File: src/rtl/ccr_pkg.sv
// ---------------------------------------------------------------------------
// ccr_pkg
// Shared definitions for the condition-code register block:
//   - bit positions of the Z/N/C flags inside a packed flag set
//   - flags_t, the 3-bit flag set type {Z,N,C}
//   - branch condition encodings used by the optional branch evaluator
//   - flag_update(), the masked ALU update with SETC/CLRC overrides
// ---------------------------------------------------------------------------
package ccr_pkg;

    localparam int FLAG_Z = 2;
    localparam int FLAG_N = 1;
    localparam int FLAG_C = 0;

    typedef logic [2:0] flags_t;

    typedef enum logic [1:0] {
        BR_JZ  = 2'b00,
        BR_JN  = 2'b01,
        BR_JC  = 2'b10,
        BR_JMP = 2'b11
    } br_cond_e;

    // Masked ALU update; SetCarry wins over ClearCarry when both are asserted.
    function automatic flags_t flag_update(
        input flags_t cur,
        input flags_t alu,
        input flags_t mask,
        input logic   set_c,
        input logic   clr_c
    );
        flags_t nxt;
        nxt = (mask & alu) | (~mask & cur);
        if (set_c) begin
            nxt[FLAG_C] = 1'b1;
        end else if (clr_c) begin
            nxt[FLAG_C] = 1'b0;
        end else begin
            nxt[FLAG_C] = nxt[FLAG_C];
        end
        return nxt;
    endfunction

endpackage

File: src/rtl/ccr_shadow_lifo.sv
// ---------------------------------------------------------------------------
// ccr_shadow_lifo
// Small LIFO holding saved flag sets for nested interrupts.
// Ports:
//   clk, rst      - clock, synchronous active-high reset (clears count only)
//   i_push, i_din - push a flag set (ignored when full)
//   i_pop         - pop the top entry (ignored when empty)
//   o_top         - current top entry (meaningless when empty)
//   o_count       - number of stored entries, 0..DEPTH
//   o_full/o_empty- occupancy status
// Push and pop are never requested together by ccr_unit; if they were,
// the push would take precedence.
// ---------------------------------------------------------------------------
module ccr_shadow_lifo
    import ccr_pkg::*;
#(
    parameter int DEPTH = 2
) (
    input  logic                         clk,
    input  logic                         rst,
    input  logic                         i_push,
    input  logic                         i_pop,
    input  flags_t                       i_din,
    output flags_t                       o_top,
    output logic [$clog2(DEPTH+1)-1:0]   o_count,
    output logic                         o_full,
    output logic                         o_empty
);

    localparam int CNT_W = $clog2(DEPTH + 1);
    localparam int IDX_W = (DEPTH > 1) ? $clog2(DEPTH) : 1;

    flags_t             r_mem [DEPTH];
    logic [CNT_W-1:0]   r_count;
    logic [IDX_W-1:0]   w_wr_idx;
    logic [IDX_W-1:0]   w_rd_idx;

    assign o_count  = r_count;
    assign o_full   = (r_count == CNT_W'(DEPTH));
    assign o_empty  = (r_count == {CNT_W{1'b0}});
    assign w_wr_idx = IDX_W'(r_count);
    // Keep the read index in range when empty so o_top never reads past the array.
    assign w_rd_idx = o_empty ? {IDX_W{1'b0}} : IDX_W'(r_count - CNT_W'(1));
    assign o_top    = r_mem[w_rd_idx];

    // Storage write; contents need no reset because count gates every read.
    always_ff @(posedge clk) begin
        if (i_push && !o_full) begin
            r_mem[w_wr_idx] <= i_din;
        end
    end

    // Occupancy counter.
    always_ff @(posedge clk) begin
        if (rst) begin
            r_count <= {CNT_W{1'b0}};
        end else if (i_push && !o_full) begin
            r_count <= r_count + CNT_W'(1);
        end else if (i_pop && !o_empty) begin
            r_count <= r_count - CNT_W'(1);
        end
    end

endmodule

File: src/rtl/ccr_unit.sv
// ---------------------------------------------------------------------------
// ccr_unit
// Condition-code register following the execute-stage ALU. Latches ALU
// Z/N/C under per-flag masks, applies SETC/CLRC, and saves/restores flag
// sets through a small LIFO on interrupt entry / RTI.
// Ports:
//   clk, rst            - clock, synchronous active-high reset
//   ZeroFlag/NegativeFlag/CarryFlag - ALU flag outputs
//   FlagUpdateMask[2:0] - per-flag write enable {Z,N,C}
//   SetCarry/ClearCarry - SETC / CLRC (SetCarry wins)
//   Stall               - freeze all state
//   IntSave/RtiRestore  - push / pop the flag LIFO
//   Flags[2:0]          - registered {Z,N,C}
//   ShadowCount         - saved entries
//   ShadowOverflow      - one-cycle pulse, a save was dropped
//   ShadowUnderflow     - one-cycle pulse, restore on empty LIFO
// Optional feature, macro CCR_BRANCH_EVAL_EN:
//   BranchCond[1:0], BranchEval in; BranchTaken out (combinational from
//   Flags). A taken conditional branch clears the flag it tested.
// Per-cycle priority: successful restore, else flag update, then save.
// ---------------------------------------------------------------------------
module ccr_unit
    import ccr_pkg::*;
#(
    parameter int SHADOW_DEPTH = 2
) (
    input  logic                                 clk,
    input  logic                                 rst,
    input  logic                                 ZeroFlag,
    input  logic                                 NegativeFlag,
    input  logic                                 CarryFlag,
    input  logic [2:0]                           FlagUpdateMask,
    input  logic                                 SetCarry,
    input  logic                                 ClearCarry,
    input  logic                                 Stall,
    input  logic                                 IntSave,
    input  logic                                 RtiRestore,
`ifdef CCR_BRANCH_EVAL_EN
    input  logic [1:0]                           BranchCond,
    input  logic                                 BranchEval,
    output logic                                 BranchTaken,
`endif
    output logic [2:0]                           Flags,
    output logic [$clog2(SHADOW_DEPTH+1)-1:0]    ShadowCount,
    output logic                                 ShadowOverflow,
    output logic                                 ShadowUnderflow
);

    flags_t r_flags;
    logic   r_ovf;
    logic   r_unf;

    flags_t w_alu;
    flags_t w_upd;
    flags_t w_nxt;
    flags_t w_flags_d;
    flags_t w_br_clr_mask;
    flags_t w_lifo_top;
    logic   w_lifo_full;
    logic   w_lifo_empty;
    logic   w_restore_ok;
    logic   w_push;
    logic   w_pop;
    logic   w_ovf_d;
    logic   w_unf_d;

    assign w_alu = {ZeroFlag, NegativeFlag, CarryFlag};
    assign w_upd = flag_update(r_flags, w_alu, flags_t'(FlagUpdateMask), SetCarry, ClearCarry);

`ifdef CCR_BRANCH_EVAL_EN
    logic w_br_sel;
    logic w_br_cond;
    logic w_br_taken;

    // Decode the tested flag and whether the branch is conditional.
    always_comb begin
        w_br_sel      = 1'b0;
        w_br_cond     = 1'b0;
        w_br_clr_mask = 3'b000;
        case (br_cond_e'(BranchCond))
            BR_JZ: begin
                w_br_sel      = r_flags[FLAG_Z];
                w_br_cond     = 1'b1;
                w_br_clr_mask = 3'b100;
            end
            BR_JN: begin
                w_br_sel      = r_flags[FLAG_N];
                w_br_cond     = 1'b1;
                w_br_clr_mask = 3'b010;
            end
            BR_JC: begin
                w_br_sel      = r_flags[FLAG_C];
                w_br_cond     = 1'b1;
                w_br_clr_mask = 3'b001;
            end
            BR_JMP: begin
                w_br_sel      = 1'b1;
                w_br_cond     = 1'b0;
                w_br_clr_mask = 3'b000;
            end
            default: begin
                w_br_sel      = 1'b0;
                w_br_cond     = 1'b0;
                w_br_clr_mask = 3'b000;
            end
        endcase
    end

    assign w_br_taken  = BranchEval & w_br_sel;
    assign BranchTaken = w_br_taken;

    // The tested flag is consumed by a taken conditional branch, after SETC/CLRC.
    always_comb begin
        w_nxt = w_upd;
        if (w_br_taken && w_br_cond && !Stall) begin
            w_nxt = w_upd & ~w_br_clr_mask;
        end else begin
            w_nxt = w_upd;
        end
    end
`else
    assign w_br_clr_mask = 3'b000;
    assign w_nxt         = w_upd & ~w_br_clr_mask;
`endif

    ccr_shadow_lifo #(
        .DEPTH   (SHADOW_DEPTH)
    ) u_lifo (
        .clk     (clk),
        .rst     (rst),
        .i_push  (w_push),
        .i_pop   (w_pop),
        .i_din   (w_nxt),
        .o_top   (w_lifo_top),
        .o_count (ShadowCount),
        .o_full  (w_lifo_full),
        .o_empty (w_lifo_empty)
    );

    // Restore/update/save arbitration and pulse causes.
    always_comb begin
        w_restore_ok = RtiRestore & ~w_lifo_empty;
        w_pop        = ~Stall & w_restore_ok;
        // The pushed value includes this cycle's update: the executing
        // instruction retires before the interrupt is taken.
        w_push       = ~Stall & IntSave & ~w_restore_ok & ~w_lifo_full;
        // A save is lost either to a full LIFO or to a concurrent restore.
        w_ovf_d      = ~Stall & IntSave & (w_restore_ok | w_lifo_full);
        w_unf_d      = ~Stall & RtiRestore & w_lifo_empty;
        if (w_restore_ok) begin
            w_flags_d = w_lifo_top;
        end else begin
            w_flags_d = w_nxt;
        end
    end

    // Flag register and registered status pulses.
    always_ff @(posedge clk) begin
        if (rst) begin
            r_flags <= 3'b000;
            r_ovf   <= 1'b0;
            r_unf   <= 1'b0;
        end else begin
            r_ovf <= w_ovf_d;
            r_unf <= w_unf_d;
            if (!Stall) begin
                r_flags <= w_flags_d;
            end
        end
    end

    assign Flags           = r_flags;
    assign ShadowOverflow  = r_ovf;
    assign ShadowUnderflow = r_unf;

endmodule
File: config.mk
export PLATFORM = sky130hd
export DESIGN_NAME = ccr_unit
export DESIGN_NICKNAME = d
export VERILOG_FILES = /design/src/rtl/ccr_pkg.sv /design/src/rtl/ccr_shadow_lifo.sv /design/src/rtl/ccr_unit.sv
export SDC_FILE = /design/constraint.sdc
export NUM_CORES = 1
export LEC_CHECK = 0
export BUFFER_PORTS_ARGS = -buffer_cell sky130_fd_sc_hd__buf_2
export CORE_AREA = 2 2 39 41
export DETAILED_ROUTE_END_ITERATION = 12
export DIE_AREA = 0 0 41 43
export PLACE_DENSITY = 0.81
export SKIP_LAST_GASP = 1
export SLEW_MARGIN = 30
export SYNTH_ARGS = -nofsm -noshare
export SYNTH_HDL_FRONTEND = slang
export SYNTH_SLANG_ARGS = --single-unit
File: constraint.sdc
create_clock -name clk -period 2.9 [get_ports clk]
set_clock_uncertainty 0.05 [all_clocks]
set_input_delay 0.29 -clock clk [delete_from_list [all_inputs] [get_ports clk]]
set_output_delay 0.29 -clock clk [all_outputs]
set_load 0.02 [all_outputs]
Word-level counts from Yosys, hierarchy flattened

Memories as Yosys holds them, arrays and structs flattened.
Cells that the tools add are included.

Memories: 1
RAM bits: 6
Word-level logic and storage cells: 39
Bits in registers: 7
Output and inout bits: 7
Bits of input ports: 13

Add/sub/neg operators: 2
Bitwise gates (word level): 17
Reductions and logical operators: 6
Equality and inequality tests: 1
Muxes and demuxes: 8

Memory list:

| memory       | depth | width | rd ports | clocked after Yosys merged registers in | wr ports | RTL line              | RTL |
|---|---|---|---|---|---|---|---|
| u_lifo.r_mem | 2     | 3     | 1        | 0                                       | 1        | ccr_shadow_lifo.sv:33 | `flags_t r_mem [DEPTH];` |

Operators with widths:

| cell                                                                | number |
|---|---|
| 1-bit bitwise AND                                                   | 8 |
| 3-bit bitwise AND                                                   | 2 |
| 1-bit two-way mux                                                   | 5 |
| 2-bit two-way mux                                                   | 2 |
| 1-bit NOT                                                           | 4 |
| 3-bit two-way mux                                                   | 1 |
| 3-bit NOT                                                           | 1 |
| 3-bit OR                                                            | 1 |
| 2-bit by 1-bit adder with 2-bit output (second input constant)      | 1 |
| 2-bit equality test (second input constant)                         | 1 |
| 1-bit logical AND                                                   | 2 |
| 1-bit logical NOT                                                   | 2 |
| 2-bit logical NOT                                                   | 1 |
| 2-bit nonzero test                                                  | 1 |
| 2-bit by 1-bit subtractor with 2-bit output (second input constant) | 1 |
| 1-bit OR                                                            | 1 |

Logic depth before layout (Yosys ltp)

Word-level depth: 9
Depth in mapped cells: 6
Gate-level depth less buffers: 6

Cells and area by module

Synthesis repeated with hierarchy kept, for this count alone.

Cells, all modules: 62
Area total of the unflattened synthesis: 696.9 sq um

By module, submodules not included:

| module          | times used | cells an instance | area each (sq um) |
|---|---|---|---|
| ccr_shadow_lifo | 1          | 26                | 390.4 |
| ccr_unit        | 1          | 36                | 306.5 |

Worst setup path after synthesis

Ideal clock, no wire load.

Path kind: reg2reg
Start point: reg u_lifo.r_count[0], in the netlist u_lifo.o_count[0]
End point: mem u_lifo.r_mem[0][0] (netlist bit) (enable)
Stages on the path, launching flop included: 6
Buffers on the path: 0
Data required time: 2,531 ps
Setup time: 319 ps
Period minus slack after synthesis: 1,731 ps
Arrival time: 1,362 ps
Setup slack: 1,169 ps
Cell sequence: dfxtp_1 > inv_1 > ha_1 > nor3b_2 > nand2_1 > nor2_1

Longest elaborated chain between the ends: 9
Elaborated cells between the ends (all ways): 12
Those cells by class: eq/ne: 1; mux: 2; bitwise: 6; reduce/logical: 3

Ends and longest elaborated chain:

| what                                    | RTL line              | RTL |
|---|---|---|
| from (decl)                             | ccr_shadow_lifo.sv:34 | `logic [CNT_W-1:0] r_count;` |
| from (signal assigned)                  | ccr_shadow_lifo.sv:56 | `r_count <= {CNT_W{1'b0}};` |
| from (signal assigned)                  | ccr_shadow_lifo.sv:58 | `r_count <= r_count + CNT_W'(1);` |
| from (signal assigned)                  | ccr_shadow_lifo.sv:60 | `r_count <= r_count - CNT_W'(1);` |
| 2-bit logical NOT                       | ccr_shadow_lifo.sv:40 | `assign o_empty = (r_count == {CNT_W{1'b0}});` |
| 1-bit NOT                               | ccr_unit.sv:142       | `w_restore_ok = RtiRestore & ~w_lifo_empty;` |
| 1-bit bitwise AND                       | ccr_unit.sv:142       |  |
| 1-bit NOT                               | ccr_unit.sv:146       | `w_push = ~Stall & IntSave & ~w_restore_ok & ~w_lifo_full;` |
| 1-bit bitwise AND (2 in a row)          | ccr_unit.sv:146       |  |
| 1-bit logical AND                       | ccr_shadow_lifo.sv:48 | `if (i_push && !o_full) begin` |
| 1-bit two-way mux                       | ccr_shadow_lifo.sv:48 |  |
| 1-bit two-way mux (not written as such) | ccr_shadow_lifo.sv:49 | `r_mem[w_wr_idx] <= i_din;` |
| to (decl)                               | ccr_shadow_lifo.sv:33 |  |

Parallel ways exist; a longest one is shown, timed or not.

Final worst setup path

Start point: reg u_lifo.r_count[0], in the netlist u_lifo.o_count[0]
End point: mem u_lifo.r_mem[0][2] (netlist bit) (enable)

The elaborated chain is that of the path after synthesis.

==> tab_implementation.tex <==
\begin{tabular}{lr}
\hline
Metric & Value \\
\hline
\multicolumn{2}{l}{\textbf{STA}} \\
\quad Max Freq & 0.570 GHz \\
\quad Final period util & 60.5\% \\
\quad Total count of hold-check failures in the final report & 0 \\
\quad Final setup fails & 0 \\
\quad Worst path setup slack after routing & 1.15 ns \\
\quad RSZ-0062 raised after global routing & false \\
\quad Headroom to the max-slew limit & 80.8\% \\
\quad Final setup TNS & 0 ns \\
\quad Transition time at the pin with the least slew margin & 0.287 ns \\
\quad Fin crit period & 1.75 ns \\
\quad Max-slew violations & 0 \\
\multicolumn{2}{l}{\textbf{Worst hold path}} \\
\quad Class of the tightest hold or removal check & in -> reg \\
\quad Cell depth of the worst min-delay path & 2 \\
\quad Worst Hold End & u\_lifo.o\_count[1] \\
\quad Hold path startpoint & rst \\
\multicolumn{2}{l}{\textbf{Synth}} \\
\quad Compound-cell area share of the yosys netlist & 12.2\% \\
\quad Distinct cells, synth & 22 \\
\quad Flop and latch count out of synthesis & 13 \\
\quad EDFF count, synth & 6 \\
\quad Xor/xnor cell area share of the yosys netlist & 1.41\% \\
\quad Fraction of post-synthesis cell area in the top cell type by area & 28.9\% \\
\quad Synthesized Nets & 68 \\
\quad Area of the mapped netlist & 623 um2 \\
\quad Number of warnings printed during yosys synthesis & 0 \\
\quad Main combinational cell family by area after synthesis & simple AND/OR/NAND/NOR gates \\
\quad Cell taking the most area after synthesis & sky130\_fd\_sc\_hd\_\_edfxtp\_1 \\
\quad Share of synthesized cell area in and, or, nand and nor gates & 17.5\% \\
\quad Average cell area after synthesis & 11.8 um2 \\
\quad Multiplexer area fraction after synthesis & 12.2\% \\
\quad Part of the Yosys area used for sequential elements & 51.4\% \\
\quad Cells after Synth & 53 \\
\quad Adder-cell area share of the yosys netlist & 4.02\% \\
\quad Share of flip-flops with an asynchronous set or reset & 0\% \\
\quad Cells taking the most area after synthesis & sky130\_fd\_sc\_hd\_\_edfxtp\_1 (29\%), sky130\_fd\_sc\_hd\_\_dfxtp\_1 (22\%), sky130\_fd\_sc\_hd\_\_mux2\_2 (9.0\%) \\
\quad Dominant synthesized flop cell & sky130\_fd\_sc\_hd\_\_dfxtp\_1 \\
\multicolumn{2}{l}{\textbf{Final layout}} \\
\quad Net count of the finished layout & 92 \\
\quad Most common library cell in the layout ignoring fill and taps & sky130\_fd\_sc\_hd\_\_buf\_2 \\
\quad Most frequent cells in the layout & sky130\_fd\_sc\_hd\_\_buf\_2 (19), sky130\_fd\_sc\_hd\_\_dfxtp\_1 (7), sky130\_fd\_sc\_hd\_\_nor2\_1 (7), sky130\_fd\_sc\_hd\_\_edfxtp\_1 (6) \\
\quad Multi-input combinational cell area & 295 um2 \\
\quad Area used by sequential logic in the layout & 320 um2 \\
\quad Ant diodes & 0 \\
\quad Summed area of non-filler cells in the final layout & 766 um2 \\
\quad Area growth from synthesis to layout & 22.9\% \\
\quad Fillers & 119 \\
\quad Fraction of layout cells with a size suffix above 1 & 42.1\% \\
\multicolumn{2}{l}{\textbf{Setup path}} \\
\quad Startpoint Class & flip-flop \\
\quad Reg2reg end & u\_lifo.r\_mem[0][2] \\
\quad Kind of critical path & reg -> reg \\
\quad Number of cells on the worst reg-to-reg path & 5 \\
\quad Max stage delay on crit path & 0.39 ns \\
\quad Crit path arrival time & 1.68 ns \\
\quad Worst reg2reg path startpoint & u\_lifo.o\_count[0] \\
\quad Required time of the critical path & 2.82 ns \\
\quad Critical path, cell by cell & inv\_1 > ha\_1 > nor3b\_2 > nand2\_1 > nor2\_1 \\
\quad Maximum fanout encountered on the critical timing path & 4 \\
\quad R2R Setup Slk & 1.15 ns \\
\quad Element type at the critical path end & flip-flop \\
\quad Cell with the biggest individual delay on the critical path & sky130\_fd\_sc\_hd\_\_dfxtp\_1 \\
\multicolumn{2}{l}{\textbf{Pwr}} \\
\quad Logic gate share of total power & 26.9\% \\
\quad Leakage power of the design & 0.317 nW \\
\quad Power density relative to cell area & 599 nW/um2 \\
\quad Sw Ratio & 31.3\% \\
\quad Maximum ir drop on the vdd rail & 0.000292 V \\
\quad Share of power burned in registers & 47.9\% \\
\quad Clock power share & 25.2\% \\
\quad P\_sw & 0.000144 W \\
\quad Cell Int Power & 0.000315 W \\
\multicolumn{2}{l}{\textbf{Place}} \\
\quad Final GP Congestion & 0.772 \\
\quad Half-perimeter wire length of the detailed placement result & 941 um \\
\quad Setup Slack @ Placement & 1.15 ns \\
\quad Buffers added on ports & 19 \\
\quad Placed instance area & 738 um2 \\
\multicolumn{2}{l}{\textbf{Floorplanning}} \\
\quad Area of the core & 1380 um2 \\
\quad Standard-cell row count & 14 \\
\quad Starting utilization of the core area & 45.0\% \\
\quad Top-level I/O count & 20 \\
\quad Area of the die & 1760 um2 \\
\quad Die outline width & 41 um \\
\quad Die H & 43 um \\
\multicolumn{2}{l}{\textbf{GRT}} \\
\quad M3 GR Usage & 9.42\% \\
\quad Overall overflow remaining after global route & 0 \\
\quad Largest net degree at the start of global routing & 9 \\
\quad Wire length of the first global-routing pass & 1940 um \\
\quad Most used routing layer & met2 \\
\quad Global router's overall resource usage & 17.8\% \\
\quad GR Layer Usage met1 & 20.1\% \\
\quad Global Route met2 Usage & 25.6\% \\
\quad Number of global-route vias before repair & 463 \\
\quad Antenna violations before repair & 0 \\
\multicolumn{2}{l}{\textbf{Clock network}} \\
\quad Worst-Skew Late Latency & 0.28 ns \\
\quad CTS tree & yes \\
\quad Clock root buffer & sky130\_fd\_sc\_hd\_\_clkbuf\_4 \\
\quad Number of gates resized after CTS & 0 \\
\quad Maximum clock insertion buffer count & 2 \\
\quad Total CTS buffers & 3 \\
\quad Clk slew on worst S/H paths & 0.09 ns \\
\quad CTS H-tree depth & 1 \\
\quad Sinks on the clock net & 13 \\
\quad Buffer count from post-CTS setup fixing & 0 \\
\quad Post-CTS Hold Fix Bufs & 0 \\
\multicolumn{2}{l}{\textbf{Route}} \\
\quad Final wirelength & 1240 um \\
\quad Via density per instance & 5.37 \\
\quad DRC violation total after the first TritonRoute iteration & 8 \\
\quad Residual DRC count & 0 \\
\quad Via count & 494 \\
\quad Count of antenna-violating nets left after detailed routing & 0 \\
\quad Number of search-and-repair iterations in the first detailed-routing pass & 4 \\
\quad Mean routed wirelength per cell & 13.4 um \\
\multicolumn{2}{l}{\textbf{Run}} \\
\quad Number of maximum-capacitance violations & 0 \\
\multicolumn{2}{l}{\textbf{Outcome}} \\
\quad Result of the run & finished clean \\
\hline
\end{tabular}
-- synth_stat cells (2+ instances only) --
master / instances
sky130_fd_sc_hd__nand2_1: 2
sky130_fd_sc_hd__a32oi_1: 2
sky130_fd_sc_hd__ha_1: 2
sky130_fd_sc_hd__a21oi_1: 5
sky130_fd_sc_hd__inv_1: 2
sky130_fd_sc_hd__mux2i_1: 2
sky130_fd_sc_hd__edfxtp_1: 6
sky130_fd_sc_hd__mux2_2: 5
sky130_fd_sc_hd__nor2_1: 7
sky130_fd_sc_hd__dfxtp_1: 7
sky130_fd_sc_hd__o21ai_0: 2
-- logic make-up (layout without fill, tap and decap cells) --
logic type / after synthesis / in the layout
adder cells (fa/ha/maj): 2 / 2
AO/OA/AOI/OAI: 12 / 12
buffers and inverters: 2 / 25
multiplexers: 7 / 7
flip-flops: 13 / 13
XOR/XNOR: 1 / 1
AND/OR/NAND/NOR: 16 / 16
-- power groups by stage --
stage	combinational (W)	sequential, W	clock, W
after CTS	0.000124	0.000220	0.000119
final	0.000123	0.000220	0.000116
after global routing	0.000135	0.000222	0.000130
after global placement	0.000122	0.000223	0
after detailed placement	0.000123	0.000224	0
after floorplan	0.0000741	0.000236	0
-- worst max-delay path, delay by kind of cell (launching register included) --
kind	cells	cell delay [ns]
simple gates	3	0.60
flops	1	0.39
fa+ha+maj	1	0.28
buf+inv	1	0.12
-- layout make-up --
class | count | area share [%]
clock buffers | 3 | 2.94
clock inverters | 1 | 0.654
inverters | 2 | 0.980
multi-input cells | 38 | 38.6
flip-flops and latches | 13 | 41.8
well taps | 16 | 2.61
repair buffers | 19 | 12.4
-- worst max-delay path by stage --
stage,to,cells after the start,startpoint,slack (ns)
finish,u_lifo.r_mem[0][2],5,u_lifo.o_count[0],1.15
global route,u_lifo.r_mem[0][2],5,u_lifo.o_count[0],0.99
CTS,u_lifo.r_mem[0][2],5,u_lifo.o_count[0],1.13
detailed placement,u_lifo.r_mem[0][2],5,u_lifo.o_count[0],1.15
global placement,u_lifo.r_mem[1][2],5,u_lifo.o_count[0],1.25
floorplan,u_lifo.r_mem[0][0],5,u_lifo.o_count[0],1.17
-- layer usage --
metal / part of all wire (%) / wire [um]
met5: 0 / 0
met4: 2.1 / 26
met3: 6.3 / 78
met2: 49 / 609
met1: 42 / 523
-- per-stage QoR --
| stage | util [%] | hold WS (ns) | instances | power, W |
|---|---|---|---|---|
| detailed placement | 53.3 | 0.448 | 88 | 0.000347 |
| floorplan | - | 0.309 | 53 | 0.000310 |
| CTS | 55.3 | 0.199 | 92 | 0.000462 |
| finish | 55.3 | 0.203 | 92 | 0.000459 |
| global placement | 53.3 | 0.425 | 88 | 0.000345 |
| global route | 55.3 | 0.201 | 92 | 0.000487 |
-- flip-flops by register name, indices dropped and copies added (netlist names) --
| signal | cells |
|---|---|
| ShadowOverflow | 1 |
| u_lifo.r_mem | 6 |
| Flags | 3 |
| ShadowUnderflow | 1 |
| u_lifo.o_count | 2 |
Note: power is estimated with default switching activity, not from simulation.
